$ cat src/rtl/cell_writer.sv
// cell_writer: stores a sudoku cell and draws its 8x8 digit glyph into the framebuffer,
// keeping a live count of filled cells.
module cell_writer (
    input  logic       clk,
    input  logic       rst_n,
    input  logic       start_write,
    input  logic [3:0] cell_row,
    input  logic [3:0] cell_col,
    input  logic [3:0] cell_data,
    output logic       working,
    output logic       fb_we,
    output logic [9:0] fb_addr,
    output logic [7:0] fb_data,
    input  logic [3:0] rd_row,
    input  logic [3:0] rd_col,
    output logic [3:0] rd_data,
    output logic [6:0] cells_filled,
    output logic       board_full,
    output logic       coord_err
);
    typedef enum logic [1:0] {IDLE, DRAW, DONE} state_t;

    localparam logic [63:0] GLYPH [10] = '{
        64'h0000000000000000, 64'h1838181818187E00, 64'h3C66060C30607E00,
        64'h3C66061C06663C00, 64'h0C1C3C6C7E0C0C00, 64'h7E607C0606663C00,
        64'h3C607C6666663C00, 64'h7E060C1830303000, 64'h3C66663C66663C00,
        64'h3C66663E060C3800
    };

    function automatic logic [7:0] glyph(input logic [3:0] d, input logic [2:0] l);
        return (d > 4'd9) ? 8'h00 : GLYPH[d][{3'd7 - l, 3'b000} +: 8];
    endfunction

    state_t     state;
    logic [3:0] board [81];
    logic       sw_q;
    logic       primed;
    logic       err_pend;
    logic [2:0] line;
    logic [3:0] dat;
    logic       rise;
    logic       valid;
    logic [3:0] wr_d;
    logic [3:0] old_d;
    logic [6:0] wr_idx;
    logic [6:0] rd_idx;

    // primed suppresses a false edge when start_write is already high as reset releases
    assign rise       = start_write & ~sw_q & primed;
    assign valid      = (cell_row <= 4'd8) && (cell_col <= 4'd8);
    assign wr_d       = (cell_data > 4'd9) ? 4'd0 : cell_data;
    assign wr_idx     = {3'b000, cell_row} * 7'd9 + {3'b000, cell_col};
    assign rd_idx     = {3'b000, rd_row} * 7'd9 + {3'b000, rd_col};
    assign old_d      = board[wr_idx];
    assign rd_data    = (rd_row <= 4'd8 && rd_col <= 4'd8) ? board[rd_idx] : 4'd0;
    assign board_full = cells_filled == 7'd81;

    always_ff @(posedge clk or negedge rst_n) begin
        if (!rst_n) begin
            state        <= IDLE;
            sw_q         <= 1'b0;
            primed       <= 1'b0;
            err_pend     <= 1'b0;
            coord_err    <= 1'b0;
            working      <= 1'b0;
            fb_we        <= 1'b0;
            fb_addr      <= '0;
            fb_data      <= '0;
            line         <= '0;
            dat          <= '0;
            cells_filled <= '0;
            for (int i = 0; i < 81; i++) board[i] <= '0;
        end else begin
            sw_q      <= start_write;
            primed    <= 1'b1;
            err_pend  <= 1'b0;
            coord_err <= err_pend;
            case (state)
                IDLE: begin
                    if (rise && valid) begin
                        state         <= DRAW;
                        line          <= '0;
                        dat           <= wr_d;
                        working       <= 1'b1;
                        fb_we         <= 1'b1;
                        fb_addr       <= {wr_idx, 3'b000};
                        fb_data       <= glyph(wr_d, 3'd0);
                        board[wr_idx] <= wr_d;
                        cells_filled  <= cells_filled + {6'b0, wr_d != 4'd0 && old_d == 4'd0}
                                                      - {6'b0, wr_d == 4'd0 && old_d != 4'd0};
                    end else if (rise) begin
                        err_pend <= 1'b1;
                    end
                end
                DRAW: begin
                    if (line == 3'd7) begin
                        state <= DONE;
                        fb_we <= 1'b0;
                    end else begin
                        line    <= line + 3'd1;
                        fb_addr <= fb_addr + 10'd1;
                        fb_data <= glyph(dat, line + 3'd1);
                    end
                end
                DONE: begin
                    state   <= IDLE;
                    working <= 1'b0;
                end
                default: state <= IDLE;
            endcase
        end
    end
endmodule

$ cat config.mk
export PLATFORM = sky130hd
export DESIGN_NAME = cell_writer
export DESIGN_NICKNAME = d
export VERILOG_FILES = /design/src/rtl/cell_writer.sv
export SDC_FILE = /design/constraint.sdc
export NUM_CORES = 1
export LEC_CHECK = 0
export ABC_AREA = 1
export ABC_CLOCK_PERIOD_IN_PS = 7200
export BUFFER_PORTS_ARGS = -buffer_cell sky130_fd_sc_hd__buf_2
export CAP_MARGIN = 40
export CORE_AREA = 2 2 197 199
export CTS_CLUSTER_DIAMETER = 40
export DETAILED_ROUTE_END_ITERATION = 8
export DIE_AREA = 0 0 199 201
export PLACE_DENSITY = 0.82
export SYNTH_ARGS = -nofsm -noshare
export SYNTH_HDL_FRONTEND = slang
export SYNTH_SLANG_ARGS = --single-unit
$ cat constraint.sdc
create_clock -name clk -period 7.2 [get_ports clk]
set_input_delay 1.44 -clock clk [delete_from_list [all_inputs] [get_ports clk]]
set_output_delay 1.44 -clock clk [all_outputs]
set_load 0.02 [all_outputs]
# [Word-level counts from Yosys, hierarchy flattened]
# Memory sizes are Yosys's and may differ from the RTL's.
# Index checks and enable logic that the tools add are counted.
# W data, S select, Z words.
[classes] addsub=7 n_reduce_logical=18 n_eq_ne=7 div=0 bitwise_logic=7 magnitude_cmp=12 mux=36 shifts=1 n_mul=2
[op_table] cell="$bwmux W324" n=1
[op_table] cell="$mux W64" n=4
[op_table] cell="$shiftx A64 B7 Y8" n=1
[op_table] cell="$bmux W4 S7" n=2
[op_table] cell="$mux W8" n=4
[op_table] cell="$demux W4 S7" n=1
[op_table] cell="$mux W4" n=7
[op_table] cell="$mux W10" n=2
[op_table] cell="$pmux W10 S2" n=1
[op_table] cell="$ge A8 B8 Y1 const B" n=2
[op_table] cell="$le A4 B4 Y1 const B" n=4
[op_table] cell="$not A7 Y8" n=2
[op_table] cell="$pmux W8 S2" n=1
[op_table] cell="$add A7 B4 Y7" n=2
[op_table] cell="$mul A4 B4 Y7 const B" n=2
[op_table] cell="$gt A4 B4 Y1 const B" n=3
[op_table] cell="$add A10 B1 Y10 const B" n=1
[op_table] cell="$ge A5 B5 Y1 const B" n=2
[op_table] cell="$not A4 Y5" n=2
[op_table] cell="$logic_not A4 Y1" n=2
[op_table] cell="$lt A8 B1 Y1 const B" n=1
[op_table] cell="$reduce_bool A4 Y1" n=2
[op_table] cell="$add A7 B1 Y7" n=1
[op_table] cell="$eq A7 B7 Y1 const B" n=1
[op_table] cell="20 further kinds" n=39
[totals] ff_bits=364 ram_bits=0 latch_bits=0 input_bits=23 n_memories=2 mem_bits_ro=2048
[memory_table] memory="(name not given)" depth=16 width=64 read_ports=1 rd_ports_with_merged_regs=0 write_ports=0 line_no="31" source="return (d > 4'd9) ? 8'h00 : GLYPH[d][{3'd7 - l, 3'b000} +: 8];"
[memory_table] memory="(name not given)" depth=16 width=64 read_ports=1 rd_ports_with_merged_regs=0 write_ports=0 line_no="31"

# [Logic depth before layout (Yosys ltp)]
# Gate-level depths: netlist (run 1).
[logic_depth] ltp_word=10 mapped_depth=31 ltp_nobuf=30

# [Worst setup path after synthesis (run 1)]
# Ideal clock, no wire load.
[synth_path] kind="in2reg" from="in cell_row[1]" to="reg cells_filled[6]" arrival_ns=5.147 path_slack_ns=1.923 t_required_ns=7.071 path_stages=29 setup_ns=0.129 cell_sequence="ha_1 ha_1 fa_1 buf_2 clkinv_1 clkbuf_1 nand2_1 nand2_1 nand2_1 nand2_1 nor2_1 nand3_1 nand2_1 inv_1 nand2_1 nand2_1 ha_1 inv_1 ha_1 inv_1 fa_1 nand3b_1 nand2_1 nand2_1 nand2_1 a21oi_1 a21oi_1 o21ai_0 xnor2_1"
[synth_between] elab_chain_len=10
[synth_lines] element="start: declaration" line_no="7" source="input logic [3:0] cell_row,"
[synth_lines] element="$mul A4 B4 Y7" line_no="52" source="assign wr_idx = {3'b000, cell_row} * 7'd9 + {3'b000, cell_col};"
[synth_lines] element="$add A7 B4 Y7" line_no="52"
[synth_lines] element="$not A7 Y8 (implied by the code)" line_no="54" source="assign old_d = board[wr_idx];"
[synth_lines] element="$bmux W4 S7" line_no="54"
[synth_lines] element="$mux W4 (implied by the code) (2 in series)" line_no="54"
[synth_lines] element="$logic_not A4 Y1" line_no="89" source="cells_filled <= cells_filled + {6'b0, wr_d != 4'd0 && old_d == 4'd0}"
[synth_lines] element="$logic_and A1 B1 Y1" line_no="89"
[synth_lines] element="$add A7 B1 Y7" line_no="89"
[synth_lines] element="$sub A7 B1 Y7" line_no="90" source="- {6'b0, wr_d == 4'd0 && old_d != 4'd0};"
[synth_lines] element="end signal: assignment" line_no="89"
[synth_lines] element="end: declaration" line_no="17" source="output logic [6:0] cells_filled,"
# Parallel ways exist; a longest one is shown, timed or not. The select of a mux whose other input is x is not followed.
# A chain may end at the register's enable or synchronous reset.

# [Worst setup path in the final report (run 1)]
[layout_path] from="in rd_row[0]" to="out rd_data[0]"
[layout_between] elab_chain_len=7
[layout_lines] element="start: declaration" line_no="14" source="input logic [3:0] rd_row,"
[layout_lines] element="$mul A4 B4 Y7" line_no="53" source="assign rd_idx = {3'b000, rd_row} * 7'd9 + {3'b000, rd_col};"
[layout_lines] element="$add A7 B4 Y7" line_no="53"
[layout_lines] element="$not A7 Y8 (implied by the code)" line_no="55" source="assign rd_data = (rd_row <= 4'd8 && rd_col <= 4'd8) ? board[rd_idx] : 4'd0;"
[layout_lines] element="$bmux W4 S7" line_no="55"
[layout_lines] element="$mux W4 (implied by the code) (2 in series)" line_no="55"
[layout_lines] element="$mux W4 (*)" line_no="55"
[layout_lines] element="end: declaration" line_no="16" source="output logic [3:0] rd_data,"
# Mark *: on every way between the ends. The rest lies on a longest branch, timed or not. The select of a mux whose other input is x is not followed.

==> impl_metrics.json, run 1 <==
{
  "avgViaCountPerCell": 5.99,
  "grt_pass1_wl_um": 113000,
  "cellLeakagePower_nw": 12.4,
  "antenna_cells": 0,
  "setup_violations": 0,
  "fmax_mhz": 157,
  "path_buf_inv": 3,
  "irDropWorstVdd_v": 0.000208,
  "hpwlAfterDp_um": 44900,
  "cp_slowest_cell": "nand2_1",
  "synthDistinctLibCells": 50,
  "rsz0062_at_grt": "false",
  "die_width_um": 199,
  "numCtsBuffers": 55,
  "worstSetupPathType": "in2out",
  "drcViolationCount": 0,
  "area_growth_pct": 11.6,
  "insertion_delay_ps": 630,
  "crit_path_end_kind": "primary output",
  "antenna_found_initial": 0,
  "grt-ovfl-total": 0,
  "arrival_ps": 4920,
  "max_stage_delay_ps": 460,
  "hp-start": "err_pend",
  "r2r-start": "board[14]",
  "final_area_um2": 25200,
  "initial_core_util_pct": 59.1,
  "fin_crit_sh_pct": 88.3,
  "cts_tree": "built",
  "max_cap_viol_count": 0,
  "hold_viol_final": 0,
  "clk_path_buf_depth": 3,
  "outcome": "finished clean",
  "fin_crit_ps": 6360,
  "wl_per_cell_um": 18.9,
  "drtIter0Drc": 2467,
  "vias": 22400,
  "cts.sinks": 362,
  "port_buffers": 53,
  "hold_buffers": 0,
  "ys_seq_area_share_pct": 40.2,
  "syn_inst": 3198,
  "crit_top_cell": "nand2_1",
  "cts.clk_slew.worst_paths_ps": 50,
  "synth_area_um2": 22500,
  "cts_setup_buffers": 0,
  "hold_class": "reg2reg",
  "clock_skew_ps": 43.5,
  "die_area_um2": 40000,
  "timing.setup.tns_ps": 0,
  "max-slew-margin-rel_pct": 27.0,
  "core_area_um2": 38100,
  "syn_area_per_cell_um2": 7.05,
  "drv_slew": 0,
  "cp.required_ps": 5760,
  "drive_gt1_share_pct": 10.4,
  "place.gp.congestion": 0.993,
  "post_cts_resized": 0,
  "root_buffer": "clkbuf_16",
  "crit_path_cell_trace": "buf_2 > ha_1 > ha_1 > ha_1 > a21oi_1 > nand2_1 > or2_2 > nand2_1 > inv_1 > o31ai_1 > nand3_1 > nand2_1 > nand2_1 > a21oi_1 > buf_2",
  "grt_max_degree": 191,
  "grt_util_all_layers_pct": 35.7,
  "first_global_vias": 21400,
  "dpl_cell_area_um2": 23200,
  "tightestPinTransition_ps": 1100,
  "power_density_nw_per_um2": 291,
  "pin_count": 56,
  "rows": 72,
  "dr.pass1.iters": 6,
  "start_kind": "input pin",
  "wl_um": 70500,
  "yosysWarnings": 0,
  "crit_path_start": "rd_row[0]",
  "ctsHtreeMaxLevel": 2,
  "ys_ff_latch": 362,
  "final_nets": 3232,
  "die_h_um": 201,
  "n_fill_cell": 3182,
  "worst_path_dominant_cell_family": "simple AND/OR/NAND/NOR gates",
  "path_max_fanout": 13,
  "ant_nets": 0
}
==> cell usage in the layout, fill, tap and decap left out, types with 4 or more instances in the layout <==
master,instances
a21oi_1,155
a31oi_1,4
buf_12,8
buf_2,52
buf_4,32
bufinv_16,9
clkbuf_16,56
clkinv_1,5
clkinv_2,13
clkinv_4,5
clkinvlp_4,4
dfrtp_1,362
ha_1,35
inv_1,211
inv_2,12
inv_6,11
inv_8,4
nand2_1,1153
nand2_2,24
nand2_4,58
nand3_1,208
nand4_1,7
nor2_1,79
nor2_8,16
o211ai_1,20
o21ai_0,340
o21ai_1,264
o31ai_1,9
xor2_1,6
==> Yosys cell counts, drive strengths merged <==
| master | count | area (um^2) |
|---|---|---|
| or2 | 4 | 27.5 |
| nor2 | 99 | 657 |
| clkbuf | 120 | 450 |
| o2111ai | 1 | 8.76 |
| a22o | 1 | 8.76 |
| o21ai | 605 | 3030 |
| fa | 3 | 60.1 |
| o31ai | 9 | 67.6 |
| clkinv | 6 | 23.8 |
| xor2 | 7 | 68.8 |
| inv | 225 | 852 |
| a21oi | 156 | 785 |
| nor3 | 2 | 15.0 |
| nand3b | 1 | 7.51 |
| a31oi | 4 | 25.0 |
| nand3 | 212 | 1090 |
| xnor2 | 5 | 62.6 |
| buf | 63 | 305 |
| o21bai | 1 | 7.51 |
| a221oi | 1 | 8.76 |
| dfrtp | 362 | 9060 |
| nand2 | 1238 | 5180 |
| ha | 39 | 488 |
| and2 | 1 | 6.26 |
| conb | 2 | 7.51 |
| o22ai | 2 | 12.5 |
| a41oi | 1 | 8.76 |
| o211ai | 20 | 150 |
| nand4 | 8 | 65.1 |
==> worst paths after layout <==
path                            slack [ps]         endpoint  cells after the start
max in group asynchronous             4710       board[237]                      2
worst min-delay path                   350        coord_err                      0
min in group asynchronous              900        board[33]                      1
worst max-delay path                   840       rd_data[0]                     15
worst min register to register         350        coord_err                      0
worst max register to register        3580  cells_filled[6]                     27
==> sequential cells by signal (all words and copies together), names as in the netlist <==
signal,flops
board,324
fb_addr,10
cells_filled,7
fb_data,6
dat,4
line,3
state,2
coord_err,1
err_pend,1
fb_we,1
primed,1
sw_q,1
working,1
==> cells by family after synthesis <==
group	count (synthesis)	synth area share (%)
adder cells (fa/ha/maj)	42	2.43
other	2	0.0333
buffers and inverters	414	7.24
flip-flops	362	40.2
XOR/XNOR	12	0.583
AND/OR/NAND/NOR	1565	31.3
AO/OA/AOI/OAI	801	18.2
==> report_power, final <==
part           internal [mW]  switching [mW]
sequential              2.15           0.131
combinational          0.631            1.56
clock                   1.77            1.07
==> per-stage QoR <==
step | worst slack (ps) | util (%) | cells | power (mW) | hold WS [ps]
after detailed placement | 1000 | 60.9 | 3628 | 4.42 | 338
after global placement | 1080 | 60.6 | 3622 | 4.38 | 336
after global routing | 710 | 66.0 | 3731 | 7.64 | 346
after CTS | 993 | 66.0 | 3731 | 7.27 | 349
after floorplan | 1920 | - | 3199 | 3.76 | 331
final | 842 | 66.0 | 3731 | 7.32 | 351
==> area by class of cell <==
class                           count  area (um^2)  share of cell area, %
Tap cell                          518          648                   2.58
Multi-Input combinational cell   2423        11900                   47.3
Sequential cell                   362         9060                   36.0
Clock buffer                       59         1410                   5.62
Clock inverter                     44          546                   2.17
Inverter                          231          877                   3.49
Timing Repair Buffer               94          703                   2.80
==> routing by layer <==
layer | global-route usage (%) | share of wire, % | vias to the layer above
li1 | - | - | 10400
met2 | 54.5 | 44 | 1360
met1 | 47.4 | 39 | 10300
met3 | 7.14 | 11 | 306
met5 | 0 | 0 | -
met4 | 20.8 | 5.8 | 0
(Power assumes the default switching activity.)
==> inputs of run 2 (changes only) <==
- ABC_AREA: 1 -> not set
- CORE_AREA: 2 2 197 199 -> 2 2 190 192
- DIE_AREA: 0 0 199 201 -> 0 0 192 194
- PLACE_DENSITY: 0.82 -> 0.81
==> run 2 against run 1 <==
Effect of this change:
- synthesized cell count fell by 45%
- sequential share of layout area grew 2.5 points
- critical path depth increased by 8
- combinational power fell by 17%
- clock skew decreased by 20 ps
- fmax fell by 2.7%
- flip-flop and latch count unchanged
- global-route usage down 0.076 points
- utilization rose by 0.84 points
- first-iteration DRC count shrank 19%
- largest cell class unchanged
==> impl_metrics.json, run 2 <==
{
  "largest_reg_flops": 324,
  "synth-main-ff-cell": "dfrtp_1",
  "max-slew-margin-rel_pct": 31.7,
  "pwr-share-comb_pct": 27.9,
  "largest_register": "board",
  "crit_path_end_kind": "flip-flop",
  "avgViaCountPerCell": 7.04,
  "syn_area_per_cell_um2": 11.9,
  "rows": 69,
  "path_buf_inv": 3,
  "layout_common_cells": "362 x dfrtp_1, 311 x mux2_2, 158 x nand2_1, 108 x mux4_2, 90 x o21ai_0",
  "ys_seq_area_share_pct": 43.3,
  "timing.setup.tns_ps": 0,
  "arrival_ps": 7050,
  "drive_gt1_share_pct": 36.3,
  "fmax_mhz": 153,
  "rsz0062_at_grt": "false",
  "synthTopCellsByArea": "dfrtp_1 43%, mux2_2 17%, mux4_2 12%, nand2_1 2.8%, ha_1 2.3%",
  "core_area_um2": 35200,
  "synthDistinctLibCells": 75,
  "synth.most_common_cell": "dfrtp_1",
  "drcViolationCount": 0,
  "ant_nets": 0,
  "clk_path_buf_depth": 3,
  "synth-edff-count": 0,
  "die_h_um": 194,
  "dr.pass1.iters": 6,
  "clock_skew_ps": 23.1,
  "max_stage_delay_ps": 820,
  "worst_path_dominant_cell_family": "adder cells",
  "initial_core_util_pct": 59.3,
  "p_switching_mw": 2.29,
  "insertion_delay_ps": 600,
  "fin_crit_sh_pct": 90.8,
  "first_global_vias": 16300,
  "clkPwrFrac_pct": 36.8,
  "grt-ovfl-total": 0,
  "die_area_um2": 37200,
  "p_sw_share_pct": 35.5,
  "wl_per_cell_um": 28.2,
  "r2r_slack_ps": 2690,
  "cts.clk_slew.worst_paths_ps": 60,
  "hold_class": "reg2reg",
  "placed_cells": 2224,
  "antenna_found_initial": 2,
  "max_cap_viol_count": 0,
  "post_cts_resized": 0,
  "ctsHtreeMaxLevel": 2,
  "cp_slowest_cell": "fa_2",
  "outcome": "finished clean",
  "cp.required_ps": 7720,
  "drtIter0Drc": 1999,
  "grt_util_all_layers_pct": 35.7,
  "setup_slack_ps": 663,
  "root_buffer": "clkbuf_16",
  "yosys.area.top_type_share_pct": 43.3,
  "synth_area_um2": 20900,
  "grt_max_degree": 171,
  "worstSetupPathType": "in2reg",
  "cts_tree": "built",
  "top_regs": "board (324), fb_addr (10), cells_filled (7)",
  "async_flop_share_pct": 100,
  "path_max_fanout": 21,
  "place_ws_ps": 144,
  "synth_common_cells": "362 x dfrtp_1, 311 x mux2_2, 158 x nand2_1",
  "fin_crit_ps": 6540,
  "crit_path_cell_trace": "buf_2 > ha_1 > ha_2 > fa_2 > nand2b_1 > o22ai_1 > a2111oi_0 > o211ai_1 > and3_1 > o311ai_0 > o221ai_1 > ha_1 > inv_1 > ha_1 > inv_1 > fa_1 > nand2b_1 > a21oi_1 > o21a_1 > o21ai_0 > and3_1 > o21ai_0 > xnor2_1",
  "hold_viol_final": 0,
  "drv_slew": 0,
  "yosys.area.top_type": "dfrtp_1",
  "wl_um": 65200,
  "hpwlAfterDp_um": 45400,
  "cellLeakagePower_nw": 10.7,
  "tightestPinTransition_ps": 1020,
  "port_buffers": 53,
  "area_growth_pct": 12.6,
  "pwr-share-seq_pct": 35.3,
  "hold_buffers": 0,
  "irDropWorstVdd_v": 0.000333,
  "final_nets": 1879,
  "grt_pass1_wl_um": 99900,
  "cts.sinks": 362,
  "crit_top_cell": "ha_1",
  "fin_cells": 2314,
  "die_width_um": 192,
  "p_int_mw": 4.17,
  "place.gp.congestion": 1.01,
  "power_density_nw_per_um2": 275,
  "pin_count": 56,
  "start_kind": "input pin",
  "yosysWarnings": 0,
  "ys_ff_latch": 362,
  "syn_inst": 1764,
  "numCtsBuffers": 49,
  "setup_violations": 0,
  "cts_setup_buffers": 0,
  "vias": 16300,
  "final_common_cell": "dfrtp_1"
}
run 2: layout make-up:
| cell class | instances | area [um^2] |
|---|---|---|
| tap | 461 | 577 |
| fill | 2493 | 11700 |
| antenna | 2 | 5.00 |
| clock buffer | 60 | 1340 |
| sequential | 362 | 9060 |
| inverter | 35 | 131 |
| clock inverter | 28 | 265 |
| timing repair buffer | 122 | 887 |
| multi-input combinational | 1244 | 11300 |
run 2: metal layers:
layer  up-vias  part of all wire (%)  track usage (%)
met3       250                    11             9.48
met5         -                     0                0
li1       6774                     -                -
met1      8230                    38             47.2
met2      1044                    46             54.4
met4         0                   6.0             18.1
run 2: path summary, 6_finish.rpt:
kind                       cells past startpoint   startpoint         endpoint
hold reg to reg                                0     err_pend        coord_err
min in group asynchronous                      1        rst_n       fb_addr[1]
setup reg to reg                              18    board[49]  cells_filled[6]
hold / removal                                 0     err_pend        coord_err
max in group asynchronous                      2        rst_n       board[226]
setup / recovery                              23  cell_col[1]  cells_filled[6]
run 2: cells by family after synthesis:
kind of cell	after synthesis	synth area share, %
flip-flops	362	43.3
buffers and inverters	159	3.17
other	2	0.0359
adder cells (fa/ha/maj)	42	2.62
multiplexers	455	30.1
AND/OR/NAND/NOR	391	9.28
AO/OA/AOI/OAI	333	10.5
XOR/XNOR	20	0.964
run 2: power by group through the flow:
stage                     Clock (mW)  Sequential, mW  Combinational, mW
after detailed placement           0            2.31               1.75
after floorplan                    0            2.33               1.14
after CTS                       2.39            2.28               1.77
after global placement             0            2.30               1.72
after global routing            2.48            2.30               1.95
final                           2.38            2.28               1.81
run 2: through the flow:
step | hold slack (ps) | utilization, % | power, mW | area [um^2]
3_5_place_dp | 353 | 62.3 | 4.06 | 21900
2_1_floorplan | 331 | - | 3.48 | 20900
4_1_cts | 361 | 66.8 | 6.44 | 23500
5_1_grt | 365 | 66.9 | 6.73 | 23500
3_3_place_gp | 336 | 62.0 | 4.02 | 21900
6_report | 358 | 66.9 | 6.47 | 23500
